**src/rtl/p2s_pkg.sv**
```systemverilog
// Shared types and helpers for the parallel-to-serial LED chain driver.
// Optional parity bit is enabled by defining P2S_PARITY_EN.
package p2s_pkg;

  // Frame sequencing: wait for start, shift the bits out, strobe the latch.
  typedef enum logic [1:0] {
    IDLE  = 2'd0,
    SHIFT = 2'd1,
    LATCH = 2'd2
  } state_e;

  // Width of the sclk half-period counter; sized for CLK_DIV up to 255.
  localparam int unsigned DIV_CNT_W = 8;

  // Ceiling log2 for elaboration-time sizing of counters.
  function automatic int unsigned p2s_clog2(input int unsigned value);
    int unsigned result;
    result = 0;
    while ((64'd1 << result) < 64'(value)) begin
      result = result + 1;
    end
    return result;
  endfunction

endpackage

```
**src/rtl/p2s_clkdiv.sv**
```systemverilog
// Bit-period divider: CLK_DIV cycles with sclk low, then CLK_DIV cycles
// with sclk high. Held cleared while en is low so every frame starts at
// the beginning of a low half-period.
module p2s_clkdiv
  import p2s_pkg::*;
#(
  parameter int unsigned CLK_DIV = 2
) (
  input  logic clk,
  input  logic rst,
  input  logic en,
  output logic phase,     // 1 during the sclk-high half of the bit period
  output logic bit_tick,  // last cycle of a bit period; next cycle starts a new bit
  output logic low_end    // last cycle of a low half-period
);

  localparam logic [DIV_CNT_W-1:0] HALF_LAST = DIV_CNT_W'(CLK_DIV - 1);

  logic [DIV_CNT_W-1:0] cnt_q, cnt_d;
  logic                 phase_q, phase_d;
  logic                 half_end;

  assign half_end = (cnt_q == HALF_LAST);

  // Count cycles within a half-period and flip phase at each half boundary.
  always_comb begin
    cnt_d   = cnt_q;
    phase_d = phase_q;
    if (!en) begin
      cnt_d   = '0;
      phase_d = 1'b0;
    end else if (half_end) begin
      cnt_d   = '0;
      phase_d = ~phase_q;
    end else begin
      cnt_d = cnt_q + 1'b1;
    end
  end

  // Divider state registers.
  always_ff @(posedge clk) begin
    if (rst) begin
      cnt_q   <= '0;
      phase_q <= 1'b0;
    end else begin
      cnt_q   <= cnt_d;
      phase_q <= phase_d;
    end
  end

  assign phase    = phase_q;
  assign bit_tick = en && half_end && phase_q;
  assign low_end  = en && half_end && !phase_q;

endmodule

```
**src/rtl/par2ser_led_drv.sv**
```systemverilog
// Parallel-to-serial driver for an LED shift-register chain: shifts a
// captured word out on sdata/sclk, then pulses sen to latch the chain.
// Define P2S_PARITY_EN to append an odd-parity bit after the data bits.
module par2ser_led_drv
  import p2s_pkg::*;
#(
  parameter int unsigned WIDTH     = 16,
  parameter int unsigned CLK_DIV   = 2,
  parameter int unsigned MSB_FIRST = 1
) (
  input  logic             clk,
  input  logic             rst,
  input  logic             start,
  input  logic [WIDTH-1:0] P_in,
  output logic             busy,
  output logic             done,
  output logic             sclk,
  output logic             sdata,
  output logic             sen
);

`ifdef P2S_PARITY_EN
  localparam int unsigned PAR_BITS = 1;
`else
  localparam int unsigned PAR_BITS = 0;
`endif

  localparam int unsigned NBITS = WIDTH + PAR_BITS;
  localparam int unsigned CNT_W = p2s_clog2(WIDTH + 2);
  localparam logic [CNT_W-1:0] LAST_BIT = CNT_W'(NBITS - 1);

  state_e           state_q, state_d;
  logic [NBITS-1:0] sr_q, sr_d;
  logic [CNT_W-1:0] bit_cnt_q, bit_cnt_d;
  logic             done_q, done_d;

  logic [NBITS-1:0] load_word;
  logic [NBITS-1:0] shifted;
  logic             tap;
  logic             div_en;
  logic             div_phase;
  logic             bit_tick;
  logic             low_end;

`ifdef P2S_PARITY_EN
  // Odd parity: the extra bit is 1 when the word holds an even number of ones.
  logic par_bit;
  assign par_bit = ~^P_in;
`endif

  // Shift direction and load layout: the bit sent first sits at the tap end,
  // and the parity bit (when present) sits at the far end so it goes last.
  generate
    if (MSB_FIRST != 0) begin : g_msb_first
      assign tap     = sr_q[NBITS-1];
      assign shifted = {sr_q[NBITS-2:0], 1'b0};
`ifdef P2S_PARITY_EN
      assign load_word = {P_in, par_bit};
`else
      assign load_word = P_in;
`endif
    end else begin : g_lsb_first
      assign tap     = sr_q[0];
      assign shifted = {1'b0, sr_q[NBITS-1:1]};
`ifdef P2S_PARITY_EN
      assign load_word = {par_bit, P_in};
`else
      assign load_word = P_in;
`endif
    end
  endgenerate

  assign div_en = (state_q != IDLE);

  p2s_clkdiv #(
    .CLK_DIV (CLK_DIV)
  ) u_clkdiv (
    .clk      (clk),
    .rst      (rst),
    .en       (div_en),
    .phase    (div_phase),
    .bit_tick (bit_tick),
    .low_end  (low_end)
  );

  // Next-state logic: capture on start, advance one bit per period, latch.
  always_comb begin
    state_d   = state_q;
    sr_d      = sr_q;
    bit_cnt_d = bit_cnt_q;
    done_d    = 1'b0;
    case (state_q)
      IDLE: begin
        if (start) begin
          sr_d      = load_word;
          bit_cnt_d = '0;
          state_d   = SHIFT;
        end
      end
      SHIFT: begin
        if (bit_tick) begin
          if (bit_cnt_q == LAST_BIT) begin
            sr_d      = '0;
            bit_cnt_d = '0;
            state_d   = LATCH;
          end else begin
            sr_d      = shifted;
            bit_cnt_d = bit_cnt_q + 1'b1;
          end
        end
      end
      LATCH: begin
        // Leaving LATCH lands in IDLE with done high, so a start in the
        // done cycle is accepted immediately.
        if (low_end) begin
          state_d = IDLE;
          done_d  = 1'b1;
        end
      end
      default: begin
        state_d = IDLE;
      end
    endcase
  end

  // FSM, shift register and counter registers.
  always_ff @(posedge clk) begin
    if (rst) begin
      state_q   <= IDLE;
      sr_q      <= '0;
      bit_cnt_q <= '0;
      done_q    <= 1'b0;
    end else begin
      state_q   <= state_d;
      sr_q      <= sr_d;
      bit_cnt_q <= bit_cnt_d;
      done_q    <= done_d;
    end
  end

  // Outputs decoded from registered state only; sclk and sdata are quiet
  // outside SHIFT so the chain sees clean idle and latch phases.
  assign busy  = (state_q != IDLE);
  assign done  = done_q;
  assign sclk  = (state_q == SHIFT) && div_phase;
  assign sdata = (state_q == SHIFT) && tap;
  assign sen   = (state_q == LATCH);

endmodule

```
**config.mk**
```make
export PLATFORM = sky130hd
export DESIGN_NAME = par2ser_led_drv
export DESIGN_NICKNAME = d
export VERILOG_FILES = /design/src/rtl/p2s_pkg.sv /design/src/rtl/p2s_clkdiv.sv /design/src/rtl/par2ser_led_drv.sv
export SDC_FILE = /design/constraint.sdc
export NUM_CORES = 1
export LEC_CHECK = 0
export CORE_ASPECT_RATIO = 1.25
export CORE_MARGIN = 3
export CORE_UTILIZATION = 53
export CTS_CLUSTER_DIAMETER = 200
export CTS_CLUSTER_SIZE = 40
export DETAILED_ROUTE_END_ITERATION = 16
export PLACE_DENSITY = 0.78
export RECOVER_POWER = 100
export SLEW_MARGIN = 20
export SYNTH_ARGS = -nofsm -noshare
export SYNTH_HDL_FRONTEND = slang
export SYNTH_SLANG_ARGS = --single-unit
```
**constraint.sdc**
```tcl
create_clock -name clk -period 2.2 [get_ports clk]
set_input_delay 0.22 -clock clk [delete_from_list [all_inputs] [get_ports clk]]
set_output_delay 0.22 -clock clk [all_outputs]
set_load 0.02 [all_outputs]
```
==> results.py <==
metrics = {
    "routing": {
        "antenna_left": 0,
        "dr.max_layer_used": "met4",
        "routed_via_density": 5.78,
        "drtPass1Iterations": 4,
        "post-route-drc-count": 0,
        "wl_per_cell_um": 14.2,
        "met2_length_um": 1650,
        "vias": 1311,
        "dr_wl_met3_um": 138,
        "drtIter0Drc": 34,
        "routed_wl_um": 3230,
        "wl_met1_um": 1380,
    },
    "clock_tree": {
        "cts_max_level": 2,
        "clk_latency_ns": 0.33,
        "post_cts_buffers": 0,
        "cts_buffers": 5,
        "cts-root-buf": "clkbuf_4",
        "hold_buffers": 0,
        "cts.path.max_buffers": 2,
        "path_clk_slew_ns": 0.10,
        "ctsResizeCount": 0,
        "clock_sinks": 33,
        "cts_tree": "yes",
    },
    "worst_setup_path": {
        "end_kind": "primary output",
        "critPathMaxStageDelay_ns": 0.61,
        "crit_buf_inv": 1,
        "path_class": "register to primary output",
        "startpoint_type": "register",
        "r2r_cells": 5,
        "arrival_ns": 1.81,
        "reg2reg_from": "u_clkdiv.cnt_q[0]",
        "path_delay_family": "buffers and inverters",
        "crit_start": "state_q[0]",
        "slowest_stage": "clkdlybuf4s50_1",
        "cp.depth": 3,
        "cp.required_ns": 1.98,
        "path_cells": "nor2b_1 > and2_0 > clkdlybuf4s50_1",
        "critPathMaxFanout": 7,
    },
    "sta": {
        "skew_ns": 0.0123,
        "post-route-min-period_ns": 2.03,
        "holdWs_ns": 0.480,
        "relSlewSlack": 0.681,
        "slew_violations": 0,
        "setup_viol": 0,
        "fin_tns_setup_ns": 0,
        "max_slew.worst_pin.slew_ns": 0.477,
        "finalHoldViolations": 0,
        "rsz0062_at_grt": "no",
        "clock.fmax_mhz": 493,
        "period_share": 0.922,
        "finalWorstSetupSlack_ns": 0.171,
    },
    "synthesis": {
        "syn-num-nets": 185,
        "yosys.area.top_type": "dfxtp_1",
        "synth_cell_types": 36,
        "syn_area_um2": 1660,
        "synth-seq-cells": 33,
        "yosys_most_used_dff": "dfxtp_1",
        "synth_top_area_frac": 0.397,
        "syn_avg_cell_area_um2": 10.2,
        "netlist_instances": 163,
        "synth.area.top_cells": "dfxtp_1, mux2i_1, nand3b_1",
        "ys_seq_area_frac": 0.397,
        "synth_edf_count": 0,
        "synthArstFlopShare": 0,
        "yosysWarnings": 0,
    },
    "grt": {
        "antenna_found_initial": 0,
        "grt_max_degree": 32,
        "globalRouteOverflowTotal": 0,
        "grt_usage": 0.185,
        "grt_pass1_wl_um": 5500,
        "grt_pass1_vias": 1267,
    },
    "hold_path": {
        "min_path_type": "register to register",
        "holdPathStages": 1,
        "hold_start": "bit_cnt_q[4]",
    },
    "status": {
        "outcome": "completed",
    },
    "final_layout": {
        "final_cells": 227,
        "mostFrequentLayoutCells": "dfxtp_1, clkdlybuf4s50_1, nand3b_1, nor2_1, mux2i_1",
        "final_util": 0.661,
        "fin_area_um2": 1960,
        "drive_gt1_frac": 0.131,
        "n_antenna_cell": 0,
        "fin_nets": 213,
        "syn2layout_area_growth_pct": 18.0,
        "final_common_cell": "dfxtp_1",
    },
    "placement": {
        "dp.cells": 220,
        "place_area_um2": 1930,
        "place_hpwl_um": 2370,
        "place_ws_ns": 0.317,
        "io_buffers": 23,
        "gp_congestion": 0.761,
    },
    "power_and_ir_drop": {
        "total_power_mw": 1.13,
        "leakagePower_nw": 0.770,
        "powerDensity_nw_per_um2": 575,
        "ir_worst_vdd_v": 0.000520,
    },
    "floorplan": {
        "start_util": 0.560,
        "dieHeight_um": 68.7,
        "core_um2": 2970,
        "rows": 22,
        "dieArea_um2": 3850,
        "dieWidth_um": 56.1,
        "ios": 24,
    },
    "job": {
        "maxCapViolCount": 0,
    },
}
path summary, 6_finish.rpt:
check | end | slack (ns)
hold reg to reg | bit_cnt_q[4] | 0.48
setup / recovery | sclk | 0.17
hold / removal | bit_cnt_q[4] | 0.48
setup reg to reg | sr_q[15] | 0.26
report_power, final:
part	switching [mW]	leakage [nW]	total [mW]	internal [mW]
Sequential	0.0136	0.268	0.631	0.617
Clock	0.186	0.0314	0.336	0.151
Combinational	0.0775	0.470	0.162	0.0842
kinds of logic after synthesis:
group / share of synthesized area
and+or+nand+nor: 0.264
DFF: 0.397
AOI/OAI and AO/OA: 0.140
muxes: 0.0902
buffers and inverters: 0.0496
xor gates and xnor gates: 0.0368
adders and majority gates: 0.0226
synthesized netlist by cell type (2+ instances only):
cell type and number:
dfxtp_1 33, nand3b_1 18, nor2_1 16, mux2i_1 15, nand3_1 10, o31ai_2 10
o31ai_1 6, xor2_1 6, buf_6 4, buf_2 3, clkbuf_1 3, ha_1 3
inv_1 3, nand2_1 3, nor3b_1 3, and2_1 2, and3_1 2, nand4_1 2
nor3_1 2, nor4b_4 2, o21ai_1 2
area by class of cell:
class | count | area (um2)
clock buffer | 7 | 55.1
fill | 257 | 1010
inverter | 3 | 11.3
multi-input combinational | 117 | 902
sequential | 33 | 661
tap | 36 | 45.0
timing repair buffer | 31 | 290
registers in the layout (all words and copies together) (netlist names):
| name | cells |
|---|---|
| bit_cnt_q | 5 |
| done | 1 |
| sr_q | 16 |
| state_q | 2 |
| u_clkdiv.cnt_q | 8 |
| u_clkdiv.phase | 1 |
layer usage:
metal,vias up,track usage
met5,-,0
met4,0,0.0861
met3,6,0.0633
met2,25,0.326
met1,626,0.203
li1,654,-
(Power assumes the default switching activity.)
